[src/rtl/load_store_unit.sv]
// Load/store unit: one memory op at a time over a simple req/ack bus.
// Ports: clk, rst_n (sync, active-low); issue side start, mem_write,
//   mem_width, mem_unsigned, addr, wdata, rd; result side busy, done,
//   rdata, rd_out, fault; bus side bus_req, bus_we, bus_addr,
//   bus_wdata, bus_strb, bus_ack, bus_rdata.
// Define LSU_MISALIGN_TRAP_EN to trap misaligned or reserved-width
//   accesses with fault instead of silently aligning them.
module load_store_unit (
  input  logic        clk,
  input  logic        rst_n,
  input  logic        start,
  input  logic        mem_write,
  input  logic [1:0]  mem_width,
  input  logic        mem_unsigned,
  input  logic [31:0] addr,
  input  logic [31:0] wdata,
  input  logic [4:0]  rd,
  output logic        busy,
  output logic        done,
  output logic [31:0] rdata,
  output logic [4:0]  rd_out,
  output logic        fault,
  output logic        bus_req,
  output logic        bus_we,
  output logic [31:0] bus_addr,
  output logic [31:0] bus_wdata,
  output logic [3:0]  bus_strb,
  input  logic        bus_ack,
  input  logic [31:0] bus_rdata
);

  typedef enum logic [1:0] {
    S_IDLE,
    S_REQ,
    S_DONE
  } state_t;

  state_t      state;
  logic        we_q;
  logic        uns_q;
  logic [1:0]  width_q;
  logic [1:0]  off_q;
  logic [4:0]  rd_q;

  logic [1:0]  width_n;
  logic [1:0]  off_n;
  logic        misal;
  logic [3:0]  strb_n;
  logic [31:0] wdata_n;
  logic [31:0] shifted;
  logic [31:0] load_ext;

  // Decode the incoming request; only meaningful in IDLE.
  always_comb begin
    width_n = mem_width;
    misal   = 1'b0;
`ifdef LSU_MISALIGN_TRAP_EN
    misal = (mem_width == 2'b11)
          | ((mem_width == 2'b01) & addr[0])
          | ((mem_width == 2'b10) & (addr[1:0] != 2'b00));
`else
    if (mem_width == 2'b11) width_n = 2'b10;
`endif
    case (width_n)
      2'b00: begin
        off_n   = addr[1:0];
        strb_n  = 4'b0001 << addr[1:0];
        wdata_n = {4{wdata[7:0]}};
      end
      2'b01: begin
        // low address bit is dropped: halves sit on lanes 0-1 or 2-3
        off_n   = {addr[1], 1'b0};
        strb_n  = 4'b0011 << {addr[1], 1'b0};
        wdata_n = {2{wdata[15:0]}};
      end
      default: begin
        off_n   = 2'b00;
        strb_n  = 4'b1111;
        wdata_n = wdata;
      end
    endcase
  end

  // Align and extend returned read data using the captured request.
  always_comb begin
    shifted = bus_rdata >> {off_q, 3'b000};
    case (width_q)
      2'b00: begin
        if (uns_q) load_ext = {24'd0, shifted[7:0]};
        else       load_ext = {{24{shifted[7]}}, shifted[7:0]};
      end
      2'b01: begin
        if (uns_q) load_ext = {16'd0, shifted[15:0]};
        else       load_ext = {{16{shifted[15]}}, shifted[15:0]};
      end
      default: load_ext = shifted;
    endcase
  end

  always_ff @(posedge clk) begin
    if (!rst_n) begin
      state     <= S_IDLE;
      we_q      <= 1'b0;
      uns_q     <= 1'b0;
      width_q   <= 2'b00;
      off_q     <= 2'b00;
      rd_q      <= 5'd0;
      busy      <= 1'b0;
      done      <= 1'b0;
      fault     <= 1'b0;
      rdata     <= 32'd0;
      rd_out    <= 5'd0;
      bus_req   <= 1'b0;
      bus_we    <= 1'b0;
      bus_addr  <= 32'd0;
      bus_wdata <= 32'd0;
      bus_strb  <= 4'b0000;
    end else begin
      done <= 1'b0;
      case (state)
        S_IDLE: begin
          if (start) begin
            we_q    <= mem_write;
            uns_q   <= mem_unsigned;
            width_q <= width_n;
            off_q   <= off_n;
            rd_q    <= rd;
            busy    <= 1'b1;
            if (misal) begin
              // trapped access never touches the bus
              state  <= S_DONE;
              done   <= 1'b1;
              fault  <= 1'b1;
              rdata  <= 32'd0;
              rd_out <= 5'd0;
            end else begin
              state     <= S_REQ;
              bus_req   <= 1'b1;
              bus_we    <= mem_write;
              bus_addr  <= {addr[31:2], 2'b00};
              bus_wdata <= wdata_n;
              bus_strb  <= strb_n;
            end
          end
        end
        S_REQ: begin
          if (bus_ack) begin
            state   <= S_DONE;
            bus_req <= 1'b0;
            done    <= 1'b1;
            rdata   <= we_q ? 32'd0 : load_ext;
            rd_out  <= we_q ? 5'd0 : rd_q;
          end
        end
        S_DONE: begin
          state <= S_IDLE;
          busy  <= 1'b0;
          fault <= 1'b0;
        end
        default: begin
          state <= S_IDLE;
          busy  <= 1'b0;
        end
      endcase
    end
  end

endmodule

[config.mk]
export PLATFORM = sky130hd
export DESIGN_NAME = load_store_unit
export DESIGN_NICKNAME = d
export VERILOG_FILES = /design/src/rtl/load_store_unit.sv
export SDC_FILE = /design/constraint.sdc
export NUM_CORES = 1
export LEC_CHECK = 0
export ABC_AREA = 1
export BUFFER_PORTS_ARGS = -buffer_cell sky130_fd_sc_hd__buf_2
export CELL_PAD_IN_SITES_DETAIL_PLACEMENT = 0
export CELL_PAD_IN_SITES_GLOBAL_PLACEMENT = 2
export CORE_ASPECT_RATIO = 0.6
export CORE_MARGIN = 5
export CORE_UTILIZATION = 27
export DETAILED_ROUTE_END_ITERATION = 16
export PLACE_DENSITY = 0.86
export SYNTH_ARGS = -nofsm -noshare
export SYNTH_HDL_FRONTEND = slang
export SYNTH_SLANG_ARGS = --single-unit
[constraint.sdc]
create_clock -name clk -period 1.95 [get_ports clk]
set_input_delay 0 -clock clk [delete_from_list [all_inputs] [get_ports clk]]
set_output_delay 0 -clock clk [all_outputs]
set_load 0.1 [all_outputs]
== Word-level counts from Yosys, hierarchy flattened ==
Cells that the tools add are included.

* Memory bits (read-only): 0
* Output and inout bits: 110
* Bits in writable memories: 0
* Flip-flop bits (word level): 119
* Memories: 0
* Latch bits: 0

* $add $sub $neg: 0
* $mul: 0
* Reduce and logical (&&, ||, !) cells: 10
* Shifts and indexed selects: 3
* Equal/unequal tests: 6
* Divide/modulo/power cells: 0
* Multiplexer cells: 17
* Bitwise operators: 1
* Magnitude comparators: 0

{| class="wikitable"
|+ Operators by type and width
! operator !! number
|-
| $pmux 32 s2 || 2
|-
| $mux 32 || 3
|-
| $shr 32x5->32 || 1
|-
| $reduce_and 2->1 || 5
|-
| $pmux 2 s2 || 2
|-
| $pmux 4 s2 || 1
|-
| $eq 2x1->1 const B || 3
|-
| $logic_not 2->1 || 3
|-
| $mux 2 || 3
|-
| $mux 5 || 1
|-
| $ne 2x2->1 const B || 2
|-
| $pmux 1 s2 || 2
|-
| $shl 1x2->4 const A || 1
|-
| $shl 2x2->4 const A || 1
|-
| $mux 1 || 3
|-
| $reduce_and 3->1 || 1
|-
| $eq 2x2->1 const B || 1
|-
| $reduce_bool 2->1 || 1
|-
| $not 1->1 || 1
|}

== Depth between registers and ports, before layout ==
Gate-level depths: netlist (run 1).

* Depth in word-level cells: 4
* Depth in mapped cells: 9
* Mapped depth without buffers: 8

== Worst setup path before layout (run 1) ==
Ideal clock, no wire load.

* Path type: reg2reg
* Start: reg we_q
* End: reg rdata[14]
* Period minus slack after synthesis: 1.645 ns
* Path slack: 0.305 ns
* Library setup time: 0.135 ns
* Cell stages (with the launch flop): 6
* Arrival: 1.510 ns
* Path through: dfxtp_1 nor2_2 buf_4 buf_4 nand2_1 a21oi_1

* Word-level cells in the longest chain between the ends: 1

{| class="wikitable"
|+ Ends and longest elaborated chain
! item !! line !! RTL
|-
| from (decl) || 39 || <nowiki>logic we_q;</nowiki>
|-
| from (signal assigned) || 123 || <nowiki>we_q <= mem_write;</nowiki>
|-
| $mux 32 || 151 || <nowiki>rdata <= we_q ? 32'd0 : load_ext;</nowiki>
|-
| to (signal assigned) || 151 ||
|-
| to (decl) || 20 || <nowiki>output logic [31:0] rdata,</nowiki>
|}

Every way passes these cells.
A chain may end at the register's enable or synchronous reset.

== Worst setup path after layout (run 1) ==
* Start: in rst_n
* End: reg bus_wdata[29]

{| class="wikitable"
|+ RTL lines
! item !! line !! RTL
|-
| from (decl) || 10 || <nowiki>input logic rst_n,</nowiki>
|-
| to (signal assigned) || 141 || <nowiki>bus_wdata <= wdata_n;</nowiki>
|-
| to (decl) || 26 || <nowiki>output logic [31:0] bus_wdata,</nowiki>
|}

No word-level cell between the ends.

==> results of run 1 <==
## power by group
part	switching (mW)	leakage, nW	total [mW]	internal [mW]
clock network	1.25	0.296	3.39	2.14
logic	1.83	2.59	2.41	0.586
registers	0.0947	0.978	2.70	2.61
total	3.17	3.87	8.51	5.33
## sequential cells by signal, indices dropped and copies added (netlist names)
register and count:
bus_addr 30, bus_req 1, bus_strb 4, bus_wdata 32, busy 1, done 1
off_q 2, rd_out 5, rd_q 5, rdata 32, state 2, uns_q 1
we_q 1, width_q 2
## kinds of logic (layout without fill, tap and decap cells)
group           Yosys count  count (layout)  synth area share, %
buf+inv                  99             407                 8.41
flops                   119             119                 45.9
compound gates          182             182                 19.0
other cells               1               3               0.0722
simple gates            334             334                 26.6
## synthesized netlist by cell type
cell      count  area share (%)
buf_1         2            0.14
buf_6         2            0.43
o22ai_1       8            0.96
o21ai_0      67             6.5
nand2_4       1            0.22
nor3_1        8            0.77
nand2_1     176              13
a21oi_2      10             1.7
clkinv_1      1           0.072
o21ai_1      10            0.96
a211oi_1      2            0.29
o211ai_1      7             1.0
conb_1        1           0.072
a31oi_1       2            0.24
clkinv_2      1           0.096
nand3_4       2            0.67
nand3_1      27             2.6
dfxtp_1     119              46
clkbuf_1     28             2.0
nor2_4        1            0.22
nor2_2        2            0.24
nor2_1      105             7.6
buf_4         9             1.3
buf_2        12             1.2
inv_2         2            0.14
o21a_1        1            0.14
nand2_2      10             1.2
inv_1        42             3.0
a21oi_1      75             7.2
nand3_2       2            0.39
## worst max-delay path, delay by kind of cell
kind	cells	cell delay, ns
buffers and inverters	5	2.04
AO/OA/AOI/OAI	1	0.07
## stage by stage
| step | total power, mW | utilization, % | setup WS, ns |
|---|---|---|---|
| finish | 8.51 | 42.7 | 0.105 |
| global placement | 4.98 | 34.3 | 0.352 |
| global route | 8.87 | 42.7 | 0.00276 |
| detailed placement | 4.97 | 34.3 | 0.284 |
| CTS | 8.53 | 42.1 | 0.0239 |
| floorplan | 4.48 | - | 0.305 |
## worst min-delay path by stage
stage | end | start | cells after the start
after floorplan | bus_wdata[14] | wdata[14] | 2
after global placement | bus_addr[9] | addr[9] | 3
after detailed placement | bus_addr[10] | addr[10] | 3
after CTS | bus_wdata[6] | wdata[6] | 5
after global routing | rdata[0] | bus_rdata[0] | 5
final | bus_wdata[6] | wdata[6] | 5
## final cells by class
cell class	instances	share of cell area [%]
clock buffer	17	5.24
clock inverter	15	2.47
inverter	46	2.19
multi-input combinational	519	29.5
sequential	119	29.4
tap	246	3.79
timing repair buffer	329	27.4
## routing by layer
metal  global-route usage, %  up-vias  routed length (um)
met4                    4.05        0                 179
met2                    24.1      187                7920
met1                    27.1     2652               11000
met3                    6.12       17                1520
li1                        -     2966                   -
met5                       0        -                   0
## timing repair
action                                  CTS  global route
hold endpoints to repair                 81             0
hold buffers                             86             0
setup buffers                             0             6
endpoints found under the setup margin    0             7
gates resized for setup                   0            11
==> metrics, run 1 <==
post-synthesis sequential area ratio 45.9%; antenna cells 0; FF-to-FF End bus_wdata[24]; Crit-path slowest cell dlygate4sd3_1; number of distinct library cells after synthesis 30; Layout Skew slightly above 0.009 ns; Core ar. 0.0190 mm^2; FP Rows 39; Worst EP arrival 2.16 ns; HP Class in -> reg; max-slew violation count 0; fin crit share 94.6%; LEAKAGE 3.87 nW; initial antenna violation count 0; Cell Area, Placed between 0.006 and 0.007 mm^2; CP Capture Type register; Die Span Y around 120 um; Clock Sinks 119; critical path class in -> reg; vias in the first global route 5594; CP endpoint bus_wdata[29]; total CTS buffers 17; Post-DRT Antenna Nets 0; Yosys reg bits 119; nets approximately 1.1k; Die ar. 0.0222 mm^2; Synth Area per Inst 7.06 um^2; area of the multi-input gates 0.00239 mm^2; clk buf depth 2; Max Cap Viol 0; Final Hold Vio Count 1; failing checks negative hold slack; Reg area 0.00238 mm^2; Required @ worst endpoint 2.26 ns; Cell Pwr Density 1050 mW/mm^2; largest fanout on the critical path 43; chip width 189 um; worst reg2reg path depth 8; Fillers 2002; first-pass GRT wire length 31600 um; Rel. slew slack 62.8%; most frequent cells in the layout buf_2, nand2_1, dfxtp_1, nor2_1, dlygate4sd3_1; VDD IR max 584 uV; P&R area growth vs syn 56.3%; clock latency on the worst-skew pair 0.42 ns; Initial DRC Count 359; Mapped Cells 735; Initial DRT Pass Iterations 6; actual slew at the worst max-slew pin roughly 0.56 ns; Initial Utilization 27.3%; Cell Area, Synth 0.00519 mm^2; RSZ-0062 raised after global routing no; slowest stage delay, CP 0.57 ns; Setup crit start rst_n; IO buf count 215; Post-DP HPWL 14200 um; commonest non-fill, non-tap cell in the layout buf_2; Setup Viol. Count Final 0; Period minus WS final 1.85 ns; design area 0.00811 mm^2; Clock Pin Slew Worst Setup and Hold Paths 0.06 ns; routed wire length 20600 um; hold_ws -0.00401 ns; num ports 219; status finished, violations left; htree depth 4; pin count of the biggest net entering global routing 49; reg2reg setup slack approximately 0.11 ns; drt via density 4.51; vias 5822; DR WL/cell approximately 16 um; RR Startpoint state[0]; GP Congestion 0.818; CTS tree built; Non-Filler Instances about 1.3k; # DRC 0; most frequent cell on the critical path dlygate4sd3_1; Setup crit start kind primary input; maximum clock frequency between 500 and 600 MHz; grt total ovfl 0; placed cells 1165; Ys Warns 0; layout cells sized above 1 29.7%; critical path cell sequence dlygate4sd3_1 > buf_2 > inv_2 > buf_4 > a21oi_1 > dlygate4sd3_1; overall global routing resource usage 17.9%; clock root buffer clkbuf_16; total negative slack 0 ns
(Power assumes the default switching activity.)
==> run 2, diff against run 1 <==
--- a/config.mk
+++ b/config.mk
@@ -5,15 +5,15 @@
 export SDC_FILE = /design/constraint.sdc
 export NUM_CORES = 1
 export LEC_CHECK = 0
-export ABC_AREA = 1
+export ABC_AREA = 0
 export BUFFER_PORTS_ARGS = -buffer_cell sky130_fd_sc_hd__buf_2
 export CELL_PAD_IN_SITES_DETAIL_PLACEMENT = 0
 export CELL_PAD_IN_SITES_GLOBAL_PLACEMENT = 2
 export CORE_ASPECT_RATIO = 0.6
 export CORE_MARGIN = 5
-export CORE_UTILIZATION = 27
+export CORE_UTILIZATION = 28
 export DETAILED_ROUTE_END_ITERATION = 16
-export PLACE_DENSITY = 0.86
+export PLACE_DENSITY = 0.84
 export SYNTH_ARGS = -nofsm -noshare
 export SYNTH_HDL_FRONTEND = slang
 export SYNTH_SLANG_ARGS = --single-unit
==> run 2 against run 1 <==
Compared with the run above: the flow now finishes without violations; via count fell by 11%; power is 7.3% lower; synthesized area is 4.3% lower; global-route usage is essentially flat; die area fell by 7.2%; utilization is 1.9 points higher; worst setup slack improved by 0.043 ns; first-iteration DRC count decreased by 30%; clock skew grew 0.0047 ns; synthesized cell count decreased by 24%; sequential power about the same; wire length fell by 8.8%; critical path type is now reg -> reg; largest power group unchanged.
==> metrics, run 2 <==
status complete, no violations (was finished, violations left); layout cells sized above 1 33.7% (was 29.7%); synth top area cells dfxtp_1, nand2_1, a21oi_1, mux2i_1, mux4_2 (was dfxtp_1, nand2_1, nor2_1, a21oi_1, o21ai_0); GP Congestion 0.869 (was 0.818); Non-Filler Instances 1089 (was 1291); Layout Skew 0.0140 ns (was 0.00932 ns); Core ar. 0.0173 mm^2 (was 0.0190 mm^2); DR WL/cell 17.2 um (was 16.0 um); nets 953 (was 1141); clock latency on the worst-skew pair 0.40 ns (was 0.42 ns); overall global routing resource usage 17.9% (about the same); Util after Layout 44.6% (was 42.7%); EDFF count, synth 0 (unchanged); Cell Area, Placed 0.00629 mm^2 (was 0.00651 mm^2); Logic pwr share 25.8% (was 28.4%); Required @ worst endpoint 2.27 ns (was 2.26 ns); Crit-path slowest cell dfxtp_1 (was dlygate4sd3_1); fin crit share 92.4% (was 94.6%); CTS tree built (unchanged); Post-DRT Antenna Nets 0 (unchanged); Final Hold Vio Count 0 (was 1); Setup crit start kind register (was primary input); critical path class reg -> reg (was in -> reg); Initial DRC Count 251 (was 359); max-slew violation count 0 (unchanged); biggest area consumer among synthesized cells dfxtp_1 (unchanged); IO buf count 215 (unchanged); worst setup margin 0.148 ns (was 0.105 ns); Cell Pwr Density 1020 mW/mm^2 (was 1050 mW/mm^2); most common cell in the netlist nand2_1 (unchanged); drt via density 4.74 (was 4.51); clock power share 40.2% (was 39.9%); RSZ-0062 raised after global routing no (unchanged); # DRC 0 (unchanged); total CTS buffers 17 (unchanged); vias in the first global route 5400 (was 5594); critical path cell sequence nand2_1 > or3_4 > a2111oi_4 > buf_4 > o21bai_1 (was dlygate4sd3_1 > buf_2 > inv_2 > buf_4 > a21oi_1 > dlygate4sd3_1); total negative slack 0 ns (unchanged); Synth top area share 47.9% (was 45.9%); chip width 182 um (was 189 um); Rel. slew slack 53.1% (was 62.8%); Clock Pin Slew Worst Setup and Hold Paths 0.06 ns (about the same); Internal 5.14 mW (was 5.33 mW); largest fanout on the critical path 16 (was 43); placed cells 977 (was 1165); Die ar. 0.0206 mm^2 (was 0.0222 mm^2); Worst EP arrival 2.13 ns (was 2.16 ns); Ys Warns 0 (unchanged); FP Rows 37 (was 39); num ports 219 (unchanged); actual slew at the worst max-slew pin 0.703 ns (was 0.558 ns); maximum clock frequency 555 MHz (was 542 MHz); Largest regs bus_wdata: 32 flops, rdata: 32 flops, bus_addr: 30 flops (unchanged); crit path buf inv count 1 (was 5); Max Cap Viol 0 (unchanged); Initial Utilization 28.8% (was 27.3%); Sw Pwr 2.74 mW (was 3.17 mW); P&R area growth vs syn 54.9% (was 56.3%); asr flop ratio synth 0% (unchanged); grt total ovfl 0 (unchanged); Post-DP HPWL 12900 um (was 14200 um); HP Class in -> reg (unchanged); Synth Area per Inst 8.87 um^2 (was 7.06 um^2); commonest non-fill, non-tap cell in the layout buf_2 (unchanged); most frequent cells in the layout buf_2, nand2_1, dfxtp_1, dlygate4sd3_1, a21oi_1 (was buf_2, nand2_1, dfxtp_1, nor2_1, dlygate4sd3_1); slowest stage delay, CP 0.42 ns (was 0.57 ns); htree depth 4 (unchanged); Reg power frac 33.9% (was 31.7%); Top FF cell, synth dfxtp_1 (unchanged); Mapped Cells 560 (was 735); antenna cells 0 (unchanged); Yosys reg bits 119 (unchanged); Sw Ratio 34.8% (was 37.3%); Die Span Y 113 um (was 117 um); most instantiated cells after synthesis nand2_1, dfxtp_1, a21oi_1 (was nand2_1, dfxtp_1, nor2_1); post-CTS setup buffers 0 (unchanged); Period minus WS final 1.80 ns (was 1.85 ns); Final Power 7.88 mW (was 8.51 mW); Top delay family on crit path simple AND/OR/NAND/NOR gates (was buffers and inverters); setup slack at placement 0.0705 ns (was 0.284 ns); CP Capture Type register (unchanged); clk buf depth 2 (unchanged); post-synthesis sequential area ratio 47.9% (was 45.9%); vias 5164 (was 5822); number of distinct library cells after synthesis 42 (was 30); routed wire length 18800 um (was 20600 um); Initial DRT Pass Iterations 4 (was 6); Cell Area, Synth 0.00497 mm^2 (was 0.00519 mm^2); pin count of the biggest net entering global routing 100 (was 49); Setup Viol. Count Final 0 (unchanged); design area 0.00770 mm^2 (was 0.00811 mm^2); initial antenna violation count 0 (unchanged); Clock Sinks 119 (unchanged); first-pass GRT wire length 29600 um (was 31600 um); VDD IR max 466 uV (was 584 uV); LEAKAGE 3.41 nW (was 3.87 nW); Fillers 1685 (was 2002); hold_ws 0.0195 ns (was -0.00401 ns); clock root buffer clkbuf_16 (unchanged)
run 2: repair_timing:
action                                  4_1_cts  5_1_grt
hold endpoints to repair                     85        0
hold buffers                                 82        0
endpoints found under the setup margin        0       16
gates resized for setup                       0        1
run 2: layer usage:
layer,share of wire (%),up-vias,track usage (%)
met2,43,164,27.6
met3,6.4,27,5.24
met1,49,2440,24.4
met5,0,-,0
li1,-,2533,-
met4,1.5,0,5.35
run 2: final cells by class:
type / count / area (um^2) / area share, %
sequential: 119 / 2380 / 31.0
multi-input combinational: 390 / 2370 / 30.8
timing repair buffer: 312 / 2050 / 26.6
clock buffer: 21 / 460 / 5.98
tap: 234 / 293 / 3.80
clock inverter: 9 / 126 / 1.64
inverter: 4 / 16.3 / 0.211
run 2: cells by family (layout without fill, tap and decap cells):
group / Yosys count / in the layout / share of synthesized area, %
AO/OA/AOI/OAI: 163 / 163 / 21.1
buffers and inverters: 53 / 346 / 4.61
flip-flops: 119 / 119 / 47.9
multiplexers: 41 / 41 / 10.5
other: 1 / 3 / 0.0755
AND/OR/NAND/NOR: 183 / 183 / 15.8
run 2: power groups by stage:
| stage | Sequential [mW] | Clock (mW) | Combinational [mW] |
|---|---|---|---|
| after floorplan | 3.72 | 0 | 0.469 |
| after global placement | 2.72 | 0 | 1.89 |
| after detailed placement | 2.72 | 0 | 1.91 |
| after CTS | 2.68 | 3.25 | 2.04 |
| after global routing | 2.69 | 3.35 | 2.15 |
| final | 2.67 | 3.17 | 2.04 |
run 2: tightest hold or removal path: stages:
cell and delay (ns):
buf_2 0.11, nor2_1 0.11, nand2_1 0.09, a311oi_1 0.07
run 2: final timing paths:
kind	end	slack [ns]	cells past startpoint	start
max	rdata[17]	0.15	5	state[0]
min	bus_wdata[13]	0.02	4	mem_width[1]
max reg2reg	rdata[17]	0.15	5	state[0]
min reg2reg	bus_addr[16]	0.45	2	bus_addr[16]
